File: config.mk
export PLATFORM = sky130hd
export DESIGN_NAME = brownout_ctrl
export DESIGN_NICKNAME = d
export VERILOG_FILES = /design/src/rtl/brownout_ctrl_pkg.sv /design/src/rtl/brownout_ctrl_debounce.sv /design/src/rtl/brownout_ctrl.sv
export SDC_FILE = /design/constraint.sdc
export NUM_CORES = 1
export LEC_CHECK = 0
export ABC_AREA = 1
export ABC_CLOCK_PERIOD_IN_PS = 1550
export CAP_MARGIN = 30
export CORE_UTILIZATION = 50
export DETAILED_ROUTE_END_ITERATION = 6
export PLACE_DENSITY = 0.76
export SYNTH_ARGS = -nofsm -noshare
export SYNTH_HDL_FRONTEND = slang
export SYNTH_SLANG_ARGS = --single-unit
File: constraint.sdc
create_clock -name clk -period 1.55 [get_ports clk]
set_clock_uncertainty 0.05 [all_clocks]
set_input_delay 0.2325 -clock clk [delete_from_list [all_inputs] [get_ports clk]]
set_output_delay 0.2325 -clock clk [all_outputs]
set_load 0.005 [all_outputs]
File: src/rtl/brownout_ctrl_pkg.sv
// Shared types and defaults for the brown-out detector controller.
package brownout_ctrl_pkg;

    localparam int unsigned TRIP_W            = 3;
    localparam int unsigned EVT_W             = 8;
    localparam int unsigned DEF_SETTLE_CYCLES = 64;
    localparam int unsigned DEF_HOLD_CYCLES   = 256;
    localparam int unsigned DEF_DEB_CYCLES    = 4;
    localparam int unsigned DEF_CNT_W         = 16;

    typedef enum logic [2:0] {
        StOff      = 3'd0,
        StSettle   = 3'd1,
        StArmed    = 3'd2,
        StBrownout = 3'd3,
        StHold     = 3'd4
    } bo_state_t;

    function automatic logic holds_reset(bo_state_t s);
        return (s == StBrownout) || (s == StHold);
    endfunction

endpackage

File: src/rtl/brownout_ctrl_debounce.sv
// Two-flop synchronizer followed by a run-length filter: a new level is accepted only after
// DEB_CYCLES consecutive synchronized samples that differ from the current one.
module brownout_ctrl_debounce
    import brownout_ctrl_pkg::*;
#(
    parameter int unsigned DEB_CYCLES = DEF_DEB_CYCLES
) (
    input  logic clk,
    input  logic resetb,
    input  logic async_i,
    output logic level_o
);

    localparam int unsigned CW = (DEB_CYCLES > 1) ? $clog2(DEB_CYCLES) : 1;
    localparam logic [CW-1:0] CntLast = CW'(DEB_CYCLES - 1);

    logic          sync1_q, sync2_q;
    logic          level_q, level_d;
    logic [CW-1:0] cnt_q, cnt_d;

    always_comb begin
        level_d = level_q;
        cnt_d   = '0;
        if (sync2_q != level_q) begin
            if (cnt_q == CntLast) begin
                level_d = sync2_q;
            end else begin
                cnt_d = cnt_q + 1'b1;
            end
        end
    end

    always_ff @(posedge clk or negedge resetb) begin
        if (!resetb) begin
            sync1_q <= 1'b0;
            sync2_q <= 1'b0;
            level_q <= 1'b0;
            cnt_q   <= '0;
        end else begin
            sync1_q <= async_i;
            sync2_q <= sync1_q;
            level_q <= level_d;
            cnt_q   <= cnt_d;
        end
    end

    assign level_o = level_q;

endmodule

File: src/rtl/brownout_ctrl.sv
// Brown-out detector sequencer: enable/settle, safe trip-code updates, debounced reset request.
// Optional BROWNOUT_CTRL_EVTCNT_EN adds a saturating brown-out event counter on evt_cnt.
module brownout_ctrl
    import brownout_ctrl_pkg::*;
#(
    parameter int unsigned SETTLE_CYCLES = DEF_SETTLE_CYCLES,
    parameter int unsigned HOLD_CYCLES   = DEF_HOLD_CYCLES,
    parameter int unsigned DEB_CYCLES    = DEF_DEB_CYCLES,
    parameter int unsigned CNT_W         = DEF_CNT_W
) (
    input  logic              clk,
    input  logic              resetb,
    input  logic              cfg_ena,
    input  logic [TRIP_W-1:0] cfg_otrip,
    input  logic [TRIP_W-1:0] cfg_vtrip,
    input  logic [1:0]        cfg_force_osc,
    input  logic              clr,
    input  logic              brout_filt,
    input  logic              vunder,
    input  logic              timed_out,
    output logic              ena,
    output logic [TRIP_W-1:0] otrip,
    output logic [TRIP_W-1:0] vtrip,
    output logic              force_ena_rc_osc,
    output logic              force_dis_rc_osc,
    output logic              rst_req,
    output logic              vunder_sync,
    output logic              irq,
    output logic              timeout_seen,
`ifdef BROWNOUT_CTRL_EVTCNT_EN
    output logic [EVT_W-1:0]  evt_cnt,
`endif
    output logic [2:0]        state
);

    localparam logic [CNT_W-1:0] SettleLoad = CNT_W'(SETTLE_CYCLES - 1);
    localparam logic [CNT_W-1:0] HoldLoad   = CNT_W'(HOLD_CYCLES - 1);

    bo_state_t         state_q, state_d;
    logic [CNT_W-1:0]  cnt_q, cnt_d, cnt_dec;
    logic [TRIP_W-1:0] otrip_q, otrip_d, vtrip_q, vtrip_d;
    logic              ena_q, rst_req_q, irq_q;
    logic              force_ena_q, force_dis_q;
    logic              timeout_seen_q, timeout_seen_d;
    logic              vu_s1_q, vu_s2_q;
    logic              to_s1_q, to_s2_q, to_s3_q;
    logic              brout_deb;
    logic              trip_chg;
    logic              bo_entry;

    brownout_ctrl_debounce #(
        .DEB_CYCLES(DEB_CYCLES)
    ) u_brout_deb (
        .clk    (clk),
        .resetb (resetb),
        .async_i(brout_filt),
        .level_o(brout_deb)
    );

    assign trip_chg = (cfg_otrip != otrip_q) || (cfg_vtrip != vtrip_q);
    // Saturate at zero so a stale count can never wrap into a huge delay.
    assign cnt_dec  = (cnt_q == '0) ? '0 : cnt_q - 1'b1;

    always_comb begin
        state_d = state_q;
        cnt_d   = cnt_q;
        otrip_d = otrip_q;
        vtrip_d = vtrip_q;

        unique case (state_q)
            StOff: begin
                otrip_d = cfg_otrip;
                vtrip_d = cfg_vtrip;
                if (cfg_ena) begin
                    state_d = StSettle;
                    cnt_d   = SettleLoad;
                end
            end
            StSettle: begin
                if (trip_chg) begin
                    otrip_d = cfg_otrip;
                    vtrip_d = cfg_vtrip;
                    cnt_d   = SettleLoad;
                end else if (cnt_q == '0) begin
                    state_d = StArmed;
                end else begin
                    cnt_d = cnt_dec;
                end
            end
            StArmed: begin
                // A live brown-out outranks a pending code change.
                if (brout_deb) begin
                    state_d = StBrownout;
                end else if (trip_chg) begin
                    otrip_d = cfg_otrip;
                    vtrip_d = cfg_vtrip;
                    state_d = StSettle;
                    cnt_d   = SettleLoad;
                end
            end
            StBrownout: begin
                if (!brout_deb) begin
                    state_d = StHold;
                    cnt_d   = HoldLoad;
                end
            end
            StHold: begin
                if (brout_deb) begin
                    state_d = StBrownout;
                end else if (cnt_q == '0) begin
                    state_d = StArmed;
                end else begin
                    cnt_d = cnt_dec;
                end
            end
            default: begin
                state_d = StOff;
            end
        endcase

        if (!cfg_ena) begin
            state_d = StOff;
            cnt_d   = '0;
            if (state_q != StOff) begin
                otrip_d = otrip_q;
                vtrip_d = vtrip_q;
            end
        end
    end

    assign bo_entry       = (state_d == StBrownout) && (state_q != StBrownout);
    // A set on the same cycle as a clear must not be lost.
    assign timeout_seen_d = (to_s2_q & ~to_s3_q) | (timeout_seen_q & ~clr);

    always_ff @(posedge clk or negedge resetb) begin
        if (!resetb) begin
            state_q        <= StOff;
            cnt_q          <= '0;
            otrip_q        <= '0;
            vtrip_q        <= '0;
            ena_q          <= 1'b0;
            rst_req_q      <= 1'b0;
            irq_q          <= 1'b0;
            force_ena_q    <= 1'b0;
            force_dis_q    <= 1'b0;
            timeout_seen_q <= 1'b0;
            vu_s1_q        <= 1'b0;
            vu_s2_q        <= 1'b0;
            to_s1_q        <= 1'b0;
            to_s2_q        <= 1'b0;
            to_s3_q        <= 1'b0;
        end else begin
            state_q        <= state_d;
            cnt_q          <= cnt_d;
            otrip_q        <= otrip_d;
            vtrip_q        <= vtrip_d;
            ena_q          <= (state_d != StOff);
            rst_req_q      <= holds_reset(state_d);
            irq_q          <= bo_entry;
            force_ena_q    <= cfg_force_osc[0];
            force_dis_q    <= cfg_force_osc[1];
            timeout_seen_q <= timeout_seen_d;
            vu_s1_q        <= vunder;
            vu_s2_q        <= vu_s1_q;
            to_s1_q        <= timed_out;
            to_s2_q        <= to_s1_q;
            to_s3_q        <= to_s2_q;
        end
    end

`ifdef BROWNOUT_CTRL_EVTCNT_EN
    logic [EVT_W-1:0] evt_cnt_q, evt_cnt_d;

    always_comb begin
        evt_cnt_d = evt_cnt_q;
        if (clr) begin
            evt_cnt_d = '0;
        end else if (bo_entry && (evt_cnt_q != '1)) begin
            evt_cnt_d = evt_cnt_q + 1'b1;
        end
    end

    always_ff @(posedge clk or negedge resetb) begin
        if (!resetb) begin
            evt_cnt_q <= '0;
        end else begin
            evt_cnt_q <= evt_cnt_d;
        end
    end

    assign evt_cnt = evt_cnt_q;
`endif

    assign state            = state_q;
    assign ena              = ena_q;
    assign otrip            = otrip_q;
    assign vtrip            = vtrip_q;
    assign force_ena_rc_osc = force_ena_q;
    assign force_dis_rc_osc = force_dis_q;
    assign rst_req          = rst_req_q;
    assign vunder_sync      = vu_s2_q;
    assign irq              = irq_q;
    assign timeout_seen     = timeout_seen_q;

endmodule
==> metrics.txt <==
Crit Path Class reg2reg; final setup fails 26; EDFF count, synth 0; DR WL/cell around 15 microns; nets 490; post-synthesis sequential area ratio 0.415; Post-route DRC 0; number of I/O port buffers 30; Peak VDD IR 588 uV; number of clock sinks 41; mapped cell area around 2500 sq um; RSZ-0062 raised after global routing true; CP max stage delay ~400 ps; post-route ant nets 0; crit path to cnt_q[11]; Synth Net Count 370; leakage 2.13 nW; vias in the first global route 2687; io pins 31; initial antenna violation count 0; GR Overflow Total 0; status finished, violations left; Worst path most repeated cell nand2_1; worst hold path type in2reg; internal reg-to-reg setup slack -210 ps; Routed WL 8160 microns; Worst Setup End Kind flip-flop; Power Total 2.77 mW; Die H 72.4 microns; vias 2897; final-report hold violation count 0; via/cell ratio 5.35; PwrDens around 700 nW/um^2; die width 72.4 microns; Starting Density 0.521; CP Data Required Time 1750 ps; die area 5240 sq um; share of cells above drive strength 1 0.397; largest net degree at the start of global routing 42; synth top area cells dfrtp_1 (41%), nand2_1 (17%), inv_1 (6.8%), nand3_1 (6.3%), nor2_1 (6.2%); Mapped Avg Cell Area ~7.0 sq um; YS warnings 0; first-pass GRT wire length 11900 microns; Core Region about 4800 sq um; Final Util 0.834; setup ws final -211 ps; MaxCap Viol Count 0; ys flop type dfrtp_1; starting DRC count in detailed routing 366; later-pin clock latency in the skew report 300 ps; share of the synthesized area in the top cell type 0.415; dpl cells 513; min cycle time layout ~1800 ps; fillers about 260; asr flop ratio synth 1.00; flip-flop and latch area a little over 1000 sq um; commonest non-fill, non-tap cell in the layout nand2_1; RePlAce Congestion 0.965; Slew @ Worst Pin 269 ps; slew margin rel. 0.820; Num CTS Buffers 5; # diodes 0; Clock Path Buffers 2; most frequent cells in the layout nand2_1 (101), buf_4 (70), inv_1 (40); hpwl dp 4950 microns; fin. max-slew vios 0; Critical R2R Capture cnt_q[11]; H-tree depth 2; Cell Chain, Critical Path inv_2 > buf_4 > nand2_1 > buf_4 > inv_2 > nand2_1 > nand2_1 > nand2_1 > nor2_2 > nand2_1 > nand2_1 > nand3_1 > nand2_1; drt first pass iters 6; worst r2r path cells 13; Setup TNS Final -2500 ps; CP max FO 5; count of cell types in the netlist 31; Root Buffer clkbuf_8; Yosys reg bits 41; Max Clk Rate 0.568 GHz; Cells after Synth 353; crit start category flip-flop; Non-Filler Instances 541; reg2reg start cnt_q[0]; period utilisation layout 1.14; CTS tree yes; failing checks negative setup slack; Tot GR Track Use 0.296; leading area contributor after synthesis dfrtp_1; Critical-path top delay cell dfrtp_1; Reg clk slew, reported paths 80 ps; CP Data Arrival Time 1960 ps; multi-input logic area 1490 sq um; synthesis-to-layout area growth 60.2%; # rows 25; worst setup path start cnt_q[0]
-- layer usage --
metal	vias to the layer above	routed length, microns	global-route usage
met5	-	0	0
met4	0	309	0.120
met3	38	461	0.0500
met2	134	4350	0.526
met1	1381	3040	0.354
li1	1344	-	-
-- what timing repair did --
action,4_1_cts,5_1_grt
hold endpoints to repair,41,0
gates resized for setup,59,55
hold buffers,1,0
endpoints found under the setup margin,33,27
pin swaps,25,20
setup buffers,10,9
-- cells in the mapped netlist, types with 2 or more instances --
master	instances
dfrtp_1	41
o21ai_2	2
xnor2_1	4
nor3_1	3
inv_1	45
nand3_1	31
inv_2	7
nor2_1	41
ha_1	2
o21ai_0	11
nand2_1	112
nand4_1	2
buf_6	2
nor2_2	14
buf_4	2
xor2_1	2
a21oi_1	5
nand2_2	3
o21ai_1	12
-- area by class of cell --
cell class,instances,area share
Multi-Input combinational cell,255,0.376
Timing Repair Buffer,118,0.261
Sequential cell,41,0.260
Inverter,52,0.0524
Clock buffer,7,0.0218
Tap cell,67,0.0211
Clock inverter,1,0.00757
-- power by group --
| part | internal, mW | switching [mW] | total [mW] |
|---|---|---|---|
| sequential | 1.15 | 0.0614 | 1.21 |
| combinational | 0.321 | 0.339 | 0.660 |
| clock | 0.525 | 0.368 | 0.893 |
-- flip-flops by register name, summed over array words and instances, names as in the netlist --
signal / flops
to_s3_q: 1
force_ena_rc_osc: 1
u_brout_deb.sync2_q: 1
u_brout_deb.level_o: 1
to_s1_q: 1
rst_req: 1
ena: 1
vtrip: 3
irq: 1
state: 3
cnt_q: 16
u_brout_deb.sync1_q: 1
vu_s1_q: 1
vunder_sync: 1
otrip: 3
u_brout_deb.cnt_q: 2
force_dis_rc_osc: 1
timeout_seen: 1
to_s2_q: 1
-- worst min path at each step --
stage	startpoint	end	depth (start not counted)
2_1_floorplan	resetb	cnt_q[0]	0
5_1_grt	u_brout_deb.sync1_q	u_brout_deb.sync2_q	0
3_5_place_dp	resetb	cnt_q[14]	2
4_1_cts	cfg_otrip[1]	otrip[1]	3
3_3_place_gp	resetb	cnt_q[14]	2
6_report	cfg_otrip[1]	otrip[1]	3
-- kinds of logic after synthesis --
logic type / share of synthesized area
AO/OA/AOI/OAI: 0.0784
XOR/XNOR: 0.0212
adder cells (fa/ha/maj): 0.0101
buffers and inverters: 0.0961
flip-flops: 0.415
AND/OR/NAND/NOR: 0.380
-- worst max-delay path: cells and delay by family, from the launching register on --
family / cells / cell delay (ps)
AND/OR/NAND/NOR: 9 / 760
flip-flops: 1 / 400
buffers and inverters: 4 / 490
-- through the flow --
step | setup slack [ps] | cell area (sq um) | hold slack, ps
6_report | -211 | 3970 | 299
5_1_grt | -377 | 3970 | 309
4_1_cts | -91.0 | 3720 | 292
3_5_place_dp | -340 | 3380 | 169
3_3_place_gp | -298 | 3380 | 168
2_1_floorplan | 7.73 | 2500 | -113
Note: power is estimated with default switching activity, not from simulation.
